### src/rtl/cache_mem_arbiter.sv
// Shares the single cacheline-adaptor port between the I-cache and D-cache.
// One requester is served at a time; ties go to the side not granted last.
module cache_mem_arbiter #(
  parameter int LINE_W = 256,
  parameter int ADDR_W = 32
) (
  input  logic              clk,
  input  logic              rst,
  // I-cache side
  input  logic              i_read,
  input  logic [ADDR_W-1:0] i_addr,
  output logic [LINE_W-1:0] i_rdata,
  output logic              i_resp,
  // D-cache side
  input  logic              d_read,
  input  logic              d_write,
  input  logic [ADDR_W-1:0] d_addr,
  input  logic [LINE_W-1:0] d_wdata,
  output logic [LINE_W-1:0] d_rdata,
  output logic              d_resp,
  // Adaptor side
  output logic              pmem_read,
  output logic              pmem_write,
  output logic [ADDR_W-1:0] pmem_addr,
  output logic [LINE_W-1:0] pmem_wdata,
  input  logic [LINE_W-1:0] pmem_rdata,
  input  logic              pmem_resp,
  // Debug view of the arbiter state: 0 idle, 1 serving I, 2 serving D
  output logic [1:0]        o_dbg_state
);

  // Handshake: a cache raises its request and holds it, with stable address
  // and data, until its resp pulses; it drops the request in the following
  // cycle. The adaptor sees a request level for the whole serve and ends it
  // with a one-cycle pmem_resp.

  typedef enum logic [1:0] {
    ST_IDLE    = 2'd0,
    ST_SERVE_I = 2'd1,
    ST_SERVE_D = 2'd2
  } state_t;

  state_t r_state;
  logic   r_last_grant_d;

  logic w_i_req;
  logic w_d_req;
  logic w_grant_i;

  assign w_i_req = i_read;
  assign w_d_req = d_read | d_write;

  // I wins when alone, or on a tie when D was granted last.
  assign w_grant_i = w_i_req & (~w_d_req | r_last_grant_d);

  always_ff @(posedge clk) begin
    if (!rst) begin
      r_state        <= ST_IDLE;
      r_last_grant_d <= 1'b1;
    end else begin
      unique case (r_state)
        ST_IDLE: begin
          if (w_grant_i) begin
            r_state        <= ST_SERVE_I;
            r_last_grant_d <= 1'b0;
          end else if (w_d_req) begin
            r_state        <= ST_SERVE_D;
            r_last_grant_d <= 1'b1;
          end
        end
        ST_SERVE_I: begin
          if (pmem_resp) r_state <= ST_IDLE;
        end
        ST_SERVE_D: begin
          if (pmem_resp) r_state <= ST_IDLE;
        end
        default: r_state <= ST_IDLE;
      endcase
    end
  end

  // Port muxing is decoded from the registered state; only resp follows
  // pmem_resp combinationally so the cache sees completion in the same cycle.
  always_comb begin
    pmem_read  = 1'b0;
    pmem_write = 1'b0;
    pmem_addr  = '0;
    pmem_wdata = '0;
    i_resp     = 1'b0;
    d_resp     = 1'b0;
    unique case (r_state)
      ST_SERVE_I: begin
        pmem_read = 1'b1;
        pmem_addr = i_addr;
        i_resp    = pmem_resp;
      end
      ST_SERVE_D: begin
        pmem_addr  = d_addr;
        pmem_wdata = d_wdata;
        pmem_write = d_write;
        pmem_read  = ~d_write;
        d_resp     = pmem_resp;
      end
      default: begin
      end
    endcase
  end

  assign i_rdata     = pmem_rdata;
  assign d_rdata     = pmem_rdata;
  assign o_dbg_state = r_state;

`ifndef SYNTHESIS
  // Write wins if both D requests are raised, but that is a cache bug.
  a_d_rw_exclusive: assert property (@(posedge clk) disable iff (!rst)
    !(d_read && d_write))
    else $error("cache_mem_arbiter: d_read and d_write both high");

  a_i_req_held: assert property (@(posedge clk) disable iff (!rst)
    (r_state == ST_SERVE_I) |-> w_i_req)
    else $error("cache_mem_arbiter: i_read dropped while being served");

  a_d_req_held: assert property (@(posedge clk) disable iff (!rst)
    (r_state == ST_SERVE_D) |-> w_d_req)
    else $error("cache_mem_arbiter: D request dropped while being served");
`endif

endmodule

### config.mk
export PLATFORM = sky130hd
export DESIGN_NAME = cache_mem_arbiter
export DESIGN_NICKNAME = d
export VERILOG_FILES = /design/src/rtl/cache_mem_arbiter.sv
export SDC_FILE = /design/constraint.sdc
export NUM_CORES = 1
export LEC_CHECK = 0
export CORE_AREA = 2 2 535 537
export CTS_CLUSTER_DIAMETER = 200
export DETAILED_ROUTE_END_ITERATION = 8
export DIE_AREA = 0 0 537 539
export DONT_BUFFER_PORTS = 1
export GPL_TIMING_DRIVEN = 0
export MAX_ROUTING_LAYER = met4
export PLACE_DENSITY = 0.3
export SYNTH_ARGS = -nofsm -noshare
export SYNTH_HDL_FRONTEND = slang
export SYNTH_SLANG_ARGS = --single-unit
### constraint.sdc
create_clock -name clk -period 2.1 [get_ports clk]
set_clock_uncertainty 0.05 [all_clocks]
set_input_delay 0.42 -clock clk [delete_from_list [all_inputs] [get_ports clk]]
set_output_delay 0.42 -clock clk [all_outputs]
set_load 0.02 [all_outputs]
==> results.tsv, run 1 <==
metric	value	unit
status	did not finish	
stop_stage	5_2_route	
firstError	[ERROR DRT-0255] Maze Route cannot find path of net i_rdata[182] in worker of routeBox ( 483000 193200 ) ( 537000 241500 ).	
cts.sinks	3	
worst-ep-kind	top-level output	
antenna_found_initial	132	
postSynthAreaPerCell	7.044	um2
ys_ff_latch	3	
place_congestion	1.073	
fp-row-count	196	
grt_first_pass_wirelength	192000	um
fp.dieW	537	um
syn_nets	1482	
numCtsBuffers	3	
netlist_area	6319	um2
pre_cts_slack	-1.543	ns
grt_usage	0.1198	
io_buffers	0	
crit_endpoint	pmem_addr[22]	
yosys_warnings	0	
overflow	0	
die_h	539	um
clock-root-buffer	clkbuf_16	
ctsHoldBuffers	0	
seq_area_frac_synth	0.009505	
grt_pass1_vias	6533	
cts_buffer_depth	2	
yosys.cell_types.count	22	
start_util	0.02225	
grt_max_degree	12	
hpwl	173400	um
ios	1388	
synthCells	897	
cts_htree_levels	1	
[layer usage]
layer	GRT usage
met5	-
met4	0.01148
met3	0.07866
met2	0.1823
met1	0.1340
[timing repair]
action	in CTS	in global routing
cloned	1	6
setup endpoints to repair	292	292
pin swaps	10	13
gates resized for setup	481	226
buffers inserted	3	9
hold endpoints to repair	0	0
[through the flow]
| step | utilization | hold WS (ns) | instance area (um2) | instances |
|---|---|---|---|---|
| global route | 0.04571 | 0.3374 | 12980 | 4751 |
| CTS | 0.04301 | 0.3250 | 12210 | 4667 |
| detailed placement | 0.03882 | 0.4831 | 11030 | 4659 |
| global placement | 0.03882 | 0.4474 | 11030 | 4659 |
| floorplan | - | 0.4283 | 6319 | 897 |
[kinds of logic after synthesis]
logic type / count (synthesis) / synth area share
compound gates: 38 / 0.04594
fa+ha+maj: 3 / 0.005941
buf+inv: 554 / 0.6432
flops: 3 / 0.009505
simple gates: 299 / 0.2954
[synthesized netlist by cell type]
library cell  instances  area, um2
buf_4               514       3859
and2_1              259       1620
nor2b_1              34      212.7
a22oi_1              32      240.2
clkbuf_2             23      115.1
buf_2                 9      45.04
clkbuf_1              3      11.26
dfxtp_1               3      60.06
ha_1                  3      37.54
inv_1                 3      11.26
buf_6                 2      22.52
o32ai_1               2      17.52
a21boi_1              1      7.510
a21o_1                1      7.510
a221o_1               1      10.01
nand2_1               1      3.750
nand2b_2              1      8.760
nand3_1               1      5.000
nand4_1               1      6.260
nor2_1                1      3.750
nor2_2                1      6.260
o21a_1                1      7.510
==> run 2: changes to the inputs <==
==> config.mk (replaced) <==
export PLATFORM = sky130hd
export DESIGN_NAME = cache_mem_arbiter
export DESIGN_NICKNAME = d
export VERILOG_FILES = /design/src/rtl/cache_mem_arbiter.sv
export SDC_FILE = /design/constraint.sdc
export NUM_CORES = 1
export LEC_CHECK = 0
export CORE_AREA = 2 2 538 540
export DETAILED_ROUTE_END_ITERATION = 8
export DIE_AREA = 0 0 540 542
export DONT_BUFFER_PORTS = 1
export GPL_TIMING_DRIVEN = 0
export PLACE_DENSITY_LB_ADDON = 0.15
export SYNTH_ARGS = -nofsm -noshare
export SYNTH_HDL_FRONTEND = slang
export SYNTH_SLANG_ARGS = --single-unit
==> run 2 against run 1 <==
  * Synthesized area unchanged
  * Global-route usage is 1.3 points lower
  * Synthesized cell count is the same
  * The flow now finishes, with violations (negative setup slack)
==> results.tsv, run 2 <==
metric	value	unit
fillers	34064	
p_per_area	507.7	nW/um2
grt_usage	0.1067	
yosysTopAreaCell	buf_4	
yosys.cell_types.count	22	
syn2layout_area_growth	123.1	%
crit_path_end_kind	output port	
synth_top_area_share	0.6107	
yosys.area_share.xor_xnor	0	
synthTopCellsByCount	buf_4 (514), and2_1 (259), nor2b_1 (34), a22oi_1 (32), clkbuf_2 (23)	
synth_compound_area_frac	0.04594	
status	finished, violations left	
pre_cts_slack	-1.722	ns
initialDrtViolationCount	427	
slew_violations	0	
drtAntennaViolNets	0	
postSynthAreaPerCell	7.044	um2
synth_edf_count	0	
synthTopCellsByArea	buf_4 (61%), and2_1 (26%), a22oi_1 (3.8%)	
clock-root-buffer	clkbuf_16	
setup_viol	291	
via_per_inst	1.492	
grt_pass1_vias	6676	
cts_tree	built	
synthCells	897	
overflow	0	
timing_hold_violations_final	0	
cp.required	1.63	ns
multi_input_area	3296	um2
layout_common_cells	buf_4 (518), and2_4 (259), nor2b_4 (33), a22oi_2 (32), buf_8 (29)	
io_buffers	0	
netlist_area	6319	um2
numCtsBuffers	3	
synth_most_common_cell	buf_4	
irDropWorstVdd	0.0002215	V
hpwl	157300	um
coreArea	286900	um2
ys.flop_type	dfxtp_1	
place_congestion	1.131	
ctsHoldBuffers	0	
fp.dieW	540	um
wire_per_inst	34.83	um
grt_max_degree	11	
crit_type	reg -> out	
regArea	67.56	um2
cts_buffer_depth	2	
start_util	0.02202	
yosys.area_share.adder	0.005941	
syn_nets	1482	
tns	-57.82	ns
cp-start-kind	register	
largest_reg_flops	2	
layout_commonest_cell	buf_4	
die_h	542	um
drtPass1Iterations	6	
seq_area_frac_synth	0.009505	
synthMuxAreaShare	0	
finalWorstSetupSlack	-0.3783	ns
drc	0	
max_freq	0.4035	GHz
violations	negative setup slack	
ys_ff_latch	3	
yosys_warnings	0	
fp-row-count	197	
die-area	292700	um2
antenna_found_initial	89	
worst_pin_slew	0.5890	ns
async_flop_share	0	
cts_htree_levels	1	
fin_crit	2.478	ns
clkTransAtPathRegs	0.03	ns
rsz0062_at_grt	yes	
crit_fanout	5	
cp.arrival	2.01	ns
drt-total-wl	166500	um
slew_headroom	0.6073	
ios	1388	
post-route-period-util	1.180	
power.static_leakage	4.830	nW
grt_first_pass_wirelength	177700	um
fin_nets	1561	
maxCapViolCount	0	
hold_path.class	in -> reg	
synth_top_family_by_area	buffers and inverters	
cts.sinks	3	
drive_gt1_frac	0.9867	
clkLatencyLatePin	0.23	ns
yosys.area_share.simple	0.2954	
num_vias	7135	
==> run 2: cell counts after synthesis <==
Identical to the previous run, type by type.
==> run 2: cells by family (layout without fill, tap and decap cells) <==
kind of cell    after synthesis  count (layout)
buf+inv                     554             632
fa+ha+maj                     3               3
other cells                   0              26
flops                         3               3
compound gates               38              38
simple gates                299             299
==> run 2: critical path: stages (launching register included) <==
cell     delay [ns]
dfxtp_4        0.46
inv_4          0.06
ha_4           0.20
buf_16         0.15
buf_16         0.14
buf_12         0.14
a22oi_2        0.46
nor2b_4        0.12
==> run 2: where the power goes <==
group	internal, W	switching [W]	total, W
Clock	0.000251	0.0000531	0.000304
Sequential	0.0000686	0.0000342	0.000103
Combinational	0.00256	0.00419	0.00675
Total	0.00288	0.00428	0.00716
==> run 2: layout make-up <==
type                       instances  area share
antenna                           26    0.004616
inverter                           3    0.001332
multi-input combinational        340      0.2338
tap                             3781      0.3356
buffer                           542      0.3152
clock buffer                       4    0.005593
timing repair buffer              83     0.09898
sequential                         3    0.004794
==> run 2: worst paths after layout <==
kind	end	cells past startpoint	start	slack [ns]
worst min register to register	r_last_grant_d$_SDFFE_PN1P_	1	r_last_grant_d$_SDFFE_PN1P_	0.47
worst min-delay path	o_dbg_state[0]$_SDFFE_PN0P_	2	i_read	0.31
worst max-delay path	pmem_addr[5]	7	o_dbg_state[0]$_SDFFE_PN0P_	-0.38
worst max register to register	o_dbg_state[1]$_SDFFE_PN0P_	7	o_dbg_state[0]$_SDFFE_PN0P_	0.39
==> run 2: through the flow <==
| stage | cell area, um2 | util | power (W) | hold slack [ns] | std cells |
|---|---|---|---|---|---|
| finish | 14090 | 0.04913 | 0.007156 | 0.3095 | 4782 |
| global route | 14080 | 0.04908 | 0.007516 | 0.3360 | 4777 |
| CTS | 13260 | 0.04621 | 0.006854 | 0.3189 | 4723 |
| detailed placement | 11060 | 0.03854 | 0.005070 | 0.4557 | 4678 |
| global placement | 11050 | 0.03851 | 0.005091 | 0.4648 | 4678 |
| floorplan | 6319 | - | 0.002829 | 0.4283 | 897 |
==> run 2: layer usage <==
metal  GRT usage  vias up  wire length [um]
li1            -     2419                 -
met1      0.1167     3318             62090
met2      0.1643     1148             72560
met3     0.07662      216             27160
met4     0.02520       34              4215
met5    0.006740        -               515
==> run 2: timing repair <==
item,4_1_cts,5_1_grt
resized for setup,698,135
pin swaps,46,71
endpoints found under the setup margin,292,291
setup buffers,35,27
gates cloned,6,18
No activity file was read; power rests on OpenSTA's default activity.
